## src/rtl/loader_pkg.sv

```systemverilog
// Shared definitions for the boot-time program loader.
// Holds the loader state encoding and frame layout constants.
package loader_pkg;

  typedef enum logic [3:0] {
    S_IDLE,
    S_ADDR_LO,
    S_ADDR_HI,
    S_LEN_LO,
    S_LEN_HI,
    S_DATA_LO,
    S_DATA_HI,
    S_CSUM,
    S_DONE,
    S_ERR
  } state_t;

  // Header fields in stream order, SYNC first.
  typedef enum logic [2:0] {
    F_SYNC,
    F_ADDR_LO,
    F_ADDR_HI,
    F_LEN_LO,
    F_LEN_HI
  } field_t;

  localparam logic [7:0] SYNC_DFLT = 8'hA5;
  localparam int         HDR_LEN   = 5;

endpackage

```

## src/rtl/prog_loader.sv

```systemverilog
// Framed byte-stream loader writing 16-bit words into RAM.
// Holds the CPU in reset until a frame loads with a good checksum.
module prog_loader
  import loader_pkg::*;
#(
  parameter int         ADDR_WIDTH = 16,
  parameter int         DATA_WIDTH = 8,
  parameter logic [7:0] SYNC_BYTE  = SYNC_DFLT
) (
  input  logic                    clk,
  input  logic                    rst,
  input  logic [7:0]              in_byte,
  input  logic                    in_valid,
  output logic                    in_ready,
  output logic [ADDR_WIDTH-1:0]   dataAddr,
  output logic [2*DATA_WIDTH-1:0] inData,
  output logic                    write_en,
  output logic                    busy,
  output logic                    done,
  output logic                    error,
  output logic                    cpu_run
);

  state_t                state;
  logic [ADDR_WIDTH-1:0] addr;
  logic [15:0]           cnt;
  logic [7:0]            lowByte;
  logic [7:0]            csum;
  logic [15:0]           lenNext;
  logic                  wrReg;
  logic                  take;

  assign in_ready = !rst && (state != S_DONE);
  assign take     = in_valid && in_ready;
  assign lenNext  = {in_byte, lowByte};

  // A write registered for the reset cycle must not reach RAM.
  assign write_en = wrReg && !rst;
  assign cpu_run  = done;

  // Frame FSM and datapath: header capture, word writes, checksum.
  always_ff @(posedge clk) begin
    if (rst) begin
      state    <= S_IDLE;
      addr     <= '0;
      cnt      <= '0;
      lowByte  <= '0;
      csum     <= '0;
      wrReg    <= 1'b0;
      dataAddr <= '0;
      inData   <= '0;
      busy     <= 1'b0;
      done     <= 1'b0;
      error    <= 1'b0;
    end else begin
      wrReg <= 1'b0;
      if (take) begin
        unique case (state)
          S_IDLE: begin
            if (in_byte == SYNC_BYTE) begin
              state <= S_ADDR_LO;
              busy  <= 1'b1;
              csum  <= '0;
            end
          end
          S_ADDR_LO: begin
            lowByte <= in_byte;
            state   <= S_ADDR_HI;
          end
          S_ADDR_HI: begin
            addr  <= ADDR_WIDTH'({in_byte, lowByte & 8'hFE});
            state <= S_LEN_LO;
          end
          S_LEN_LO: begin
            lowByte <= in_byte;
            state   <= S_LEN_HI;
          end
          S_LEN_HI: begin
            cnt   <= lenNext;
            state <= (lenNext == 16'd0) ? S_CSUM : S_DATA_LO;
          end
          S_DATA_LO: begin
            lowByte <= in_byte;
            csum    <= csum ^ in_byte;
            state   <= S_DATA_HI;
          end
          S_DATA_HI: begin
            dataAddr <= addr;
            inData   <= (2*DATA_WIDTH)'({in_byte, lowByte});
            wrReg    <= 1'b1;
            addr     <= addr + ADDR_WIDTH'(2);
            cnt      <= cnt - 16'd1;
            csum     <= csum ^ in_byte;
            state    <= (cnt == 16'd1) ? S_CSUM : S_DATA_LO;
          end
          S_CSUM: begin
            busy <= 1'b0;
            if (in_byte == csum) begin
              done  <= 1'b1;
              state <= S_DONE;
            end else begin
              error <= 1'b1;
              state <= S_ERR;
            end
          end
          S_DONE, S_ERR: begin
          end
          default: state <= S_IDLE;
        endcase
      end
    end
  end

endmodule

```

## config.mk

```make
export PLATFORM = sky130hd
export DESIGN_NAME = prog_loader
export DESIGN_NICKNAME = d
export VERILOG_FILES = /design/src/rtl/loader_pkg.sv /design/src/rtl/prog_loader.sv
export SDC_FILE = /design/constraint.sdc
export NUM_CORES = 1
export LEC_CHECK = 0
export ABC_CLOCK_PERIOD_IN_PS = 3100
export CORE_ASPECT_RATIO = 0.8
export CORE_UTILIZATION = 56
export DETAILED_ROUTE_END_ITERATION = 10
export PLACE_DENSITY_LB_ADDON = 0.05
export SLEW_MARGIN = 25
export SYNTH_ARGS = -nofsm -noshare
export SYNTH_HDL_FRONTEND = slang
export SYNTH_SLANG_ARGS = --single-unit
export TNS_END_PERCENT = 30
```

## constraint.sdc

```tcl
create_clock -name clk -period 3.1 [get_ports clk]
set_input_delay 0.93 -clock clk [delete_from_list [all_inputs] [get_ports clk]]
set_output_delay 0.93 -clock clk [all_outputs]
set_load 0.02 [all_outputs]
```

# ---- Word-level counts from Yosys, hierarchy flattened
# Index checks and enable logic that the tools add are counted.
dict set report op_classes {
  shift 0
  bitwise_logic 4
  multipliers 0
  n_reduce_logical 23
  eq_ne 14
  n_div 0
  n_addsub 2
  mux 12
  n_lt_le_gt_ge 0
}
# operator n
set op_table {}
lappend op_table {{$pmux W16 S2} 2}
lappend op_table {{$pmux W4 S9} 1}
lappend op_table {{$add A16 B2 Y16 const B} 1}
lappend op_table {{$eq A16 B1 Y1 const B} 1}
lappend op_table {{$eq A4 B3 Y1 const B} 4}
lappend op_table {{$logic_not A16 Y1} 1}
lappend op_table {{$pmux W8 S2} 1}
lappend op_table {{$sub A16 B1 Y16 const B} 1}
lappend op_table {{$reduce_and A3 Y1} 5}
lappend op_table {{$eq A4 B2 Y1 const B} 2}
lappend op_table {{$eq A4 B4 Y1 const B} 2}
lappend op_table {{$eq A8 B8 Y1} 1}
lappend op_table {{$eq A8 B8 Y1 const B} 1}
lappend op_table {{$mux W8} 1}
lappend op_table {{$reduce_and A2 Y1} 4}
lappend op_table {{$reduce_bool A2 Y1} 4}
lappend op_table {{$xor A8 B8 Y8} 1}
lappend op_table {{$reduce_or A2 Y1} 3}
lappend op_table {{$eq A4 B1 Y1 const B} 1}
lappend op_table {{$logic_not A4 Y1} 1}
lappend op_table {{$mux W2} 2}
lappend op_table {{$mux W4} 1}
lappend op_table {{$ne A4 B4 Y1 const B} 1}
lappend op_table {{$logic_and A1 B1 Y1} 3}
lappend op_table {{other kinds (6)} 10}
dict set report totals {
  romBits 0
  ramBits 0
  input_bits 11
  out_inout_bits 38
  mem_count 0
  latchBits 0
  ff_bits 88
}

# ---- Depth between registers and ports, before layout
dict set report logic_depth {
  word_depth 5
  mapped_depth 7
}

# ---- Worst setup path after synthesis
# OpenSTA, ideal clock, no wires.
dict set report synth_path {
  kind {input-to-output}
  start {input rst}
  end {output in_ready}
  t_arrival_ps 1660
  n_path_buf 2
  stages 3
  required_ps 2170
  path_slack_ps 510
  cell_sequence {clkbuf_1 > clkbuf_1 > a21oi_1}
}
dict set report synth_via {
  elab_chain_cells 2
}
# element line
set synth_rtl {}
lappend synth_rtl {{start: declaration} prog_loader.sv:11} ;# input logic rst,
lappend synth_rtl {{$logic_not A1 Y1} prog_loader.sv:33} ;# assign in_ready = !rst && (state != S_DONE);
lappend synth_rtl {{$logic_and A1 B1 Y1} prog_loader.sv:33}
lappend synth_rtl {{end: declaration} prog_loader.sv:14} ;# output logic in_ready,
# Every way passes these cells.

# ---- Worst setup path in the final report
# Same ends and word-level chain as after synthesis.

==> impl_metrics.ini <==
[clock_tree]
clk_pin_slew_ns = 0.10
numCtsBuffers = 9
cts_buffer_depth = 2
cts_tree = done
ctsResizeCount = 0
clk_latency_ns = 0.37
ctsHtreeMaxLevel = 3
ctsHoldBuffers = 0
root_buffer = clkbuf_8
clock_sinks = 86
cts_setup_buffers = 0

[worst_setup_path]
reg2reg_depth = 6
critical_path_class = primary input to primary output
crit_fanout = 5
cp_slowest_cell = clkdlybuf4s50_1
endpoint_kind = primary output
worstPathArrival_ns = 1.96
start_kind = primary input
critPathMaxStageDelay_ns = 0.65
required_ns = 2.17
crit_chain = buf_2, a21oi_1, clkdlybuf4s50_1

[flow_run]
maxCapViolations = 0

[die]
placementRows = 28
start_util_pct = 58.6
die_x_um = 101
fp.dieH_um = 81.0
ios = 49
dieArea_sq_mm = 0.00817
core_region_area_sq_mm = 0.00746

[power]
p_total_w = 0.00212
power.density_mw_per_mm2 = 404
ir_worst_vdd_mv = 0.287
p_leak_nw = 1.77

[synth]
postSynthAreaPerCell_sq_um = 7.88
syn_nets = 569
synth_edf_count = 0
async_flop_share_pct = 0
synth_area_leaders = dfxtp_1 39%, nand2_1 8.1%, a21oi_1 6.9%
synth_top_area_share_pct = 39.4
ys.flop_type = dfxtp_1
syn_inst = 555
yosysSeqAreaShare_pct = 39.4
yosys.area.top_type = dfxtp_1
ys_warn_count = 0
synth_seq_cells = 86
ys_types = 60
syn_area_sq_mm = 0.00437

[grt]
overflow = 0
grt_pass1_vias = 3843
grt_use_total_pct = 31.4
antenna_found_initial = 0
grt_pass1_wl_um = 19700
grt_max_degree = 50

[timing]
clock.fmax_mhz = 347
relSlewSlack_pct = 50.0
rsz0062_at_grt = no
setup_viol = 0
post-route-min-period_ns = 2.89
drv_slew = 0
tns_ns = 0
finalHoldViolations = 0
finalWorstSetupSlack_ns = 0.214
finClkSkew_ns = 0.0113
finalCritPeriodShare_pct = 93.1
tightest_slew_ns = 0.741

[placed_design]
port_buffers = 47
gp_congestion = 0.890
dpl_worst_slack_ns = 0.175
dp_hpwl_um = 8390

[drt]
drc = 0
dr.pass1.iters = 5
wirelength_um = 12300
vias = 4294
ant_nets = 0
wire_per_inst_um = 17.5
drt_iter0_markers = 339
viasPerCell = 6.09

[layout]
utilization_pct = 70.2
layout.area.seq_sq_mm = 0.00172
drive_gt1_share_pct = 10.3
nets = 609
fill_cells = 668
multiInputGateArea_sq_mm = 0.00238
num_antenna_cells = 0
area_growth_pct = 19.8

[run_status]
outcome = completed

[hold_path]
min_path_cells = 2
hp-class = flip-flop to flip-flop
-- layer usage --
| layer | routed length [um] | share of wire, % | track usage (%) | vias to the layer above |
|---|---|---|---|---|
| met1 | 5590 | 45 | 43.6 | 2036 |
| li1 | - | - | - | 2047 |
| met2 | 5420 | 44 | 48.3 | 198 |
| met4 | 162 | 1.3 | 8.70 | 0 |
| met5 | 0 | 0 | 0 | - |
| met3 | 1140 | 9.3 | 8.35 | 13 |
-- path summary, 6_finish.rpt --
path                                start   endpoint  slack, ns
worst max-delay path                  rst   in_ready       0.21
worst min register to register  inData[5]  inData[5]       0.46
worst max register to register   state[1]   addr[15]       0.73
worst min-delay path            inData[5]  inData[5]       0.46
-- sequential cells by signal, indices dropped and copies added, names as in the netlist --
register and count:
cnt 16, addr 15, wrReg 1, cpu_run 1
state 4, busy 1, dataAddr 15, error 1
csum 8, inData 16, lowByte 8
-- worst max-delay path: cells and delay by family --
kind                   cells  cell delay, ns
AO/OA/AOI/OAI              1            0.22
buffers and inverters      2            0.81
-- cells in the mapped netlist (2+ instances only) --
cell type  count
xnor2_1        8
nand4_1       20
inv_1         14
a21boi_0       4
nand3_1       19
or4_1          7
a21o_1        10
and2_1         9
nor3_1         8
a211oi_1       2
a2bb2oi_1     10
buf_1          6
a31oi_1       16
buf_4          2
nand4b_1       4
o211ai_1       2
nor3b_1        4
nand2_1       94
nand2b_1       2
a21oi_1       60
a221oi_1       3
nor4_1         4
and4b_1        2
a31o_2         3
o21ai_0       27
mux2i_1       16
dfxtp_1       86
buf_6          2
buf_2         12
and4_1         3
or4_4          2
or3_1          4
and3_1         3
nor2_1        28
ha_1           3
nor2b_1        5
clkbuf_1      28
-- kinds of logic after synthesis --
group	after synthesis	synth area share (%)
simple gates	226	26.6
compound gates	148	20.9
flops	86	39.4
buf+inv	65	6.44
mux	17	3.92
xor+xnor	9	1.80
fa+ha+maj	3	0.859
other cells	1	0.0858
-- area by class of cell --
type / instances / area share [%]
multi-input combinational: 404 / 45.5
sequential: 86 / 32.9
timing repair buffer: 79 / 13.7
tap: 105 / 2.51
clock buffer: 9 / 2.37
clock inverter: 7 / 1.96
inverter: 15 / 1.08
-- placed cells by master, fill, tap and decap left out, types with 9 or more instances in the layout --
cell	count
nand2_1	94
clkdlybuf4s50_1	46
nor2_1	28
mux2i_1	16
a21o_1	10
nand4_1	20
inv_1	14
and2_1	9
dfxtp_1	86
a2bb2oi_1	10
o21ai_0	27
buf_4	31
a21oi_1	60
nand3_1	19
a31oi_1	16
clkbuf_8	9
-- report_power, final --
group / internal (W) / leakage, nW / switching [W]
logic: 0.0000396 / 0.962 / 0.0000609
registers: 0.00110 / 0.692 / 0.0000000546
clock network: 0.000467 / 0.117 / 0.000446
-- per-stage QoR --
stage,area [sq um],cells,hold WS [ns]
after floorplan,4370,555,0.447
after global placement,5010,689,0.443
after detailed placement,5010,689,0.447
after CTS,5240,705,0.460
after global routing,5240,705,0.483
final,5240,705,0.460
No activity file was read; power rests on OpenSTA's default activity.
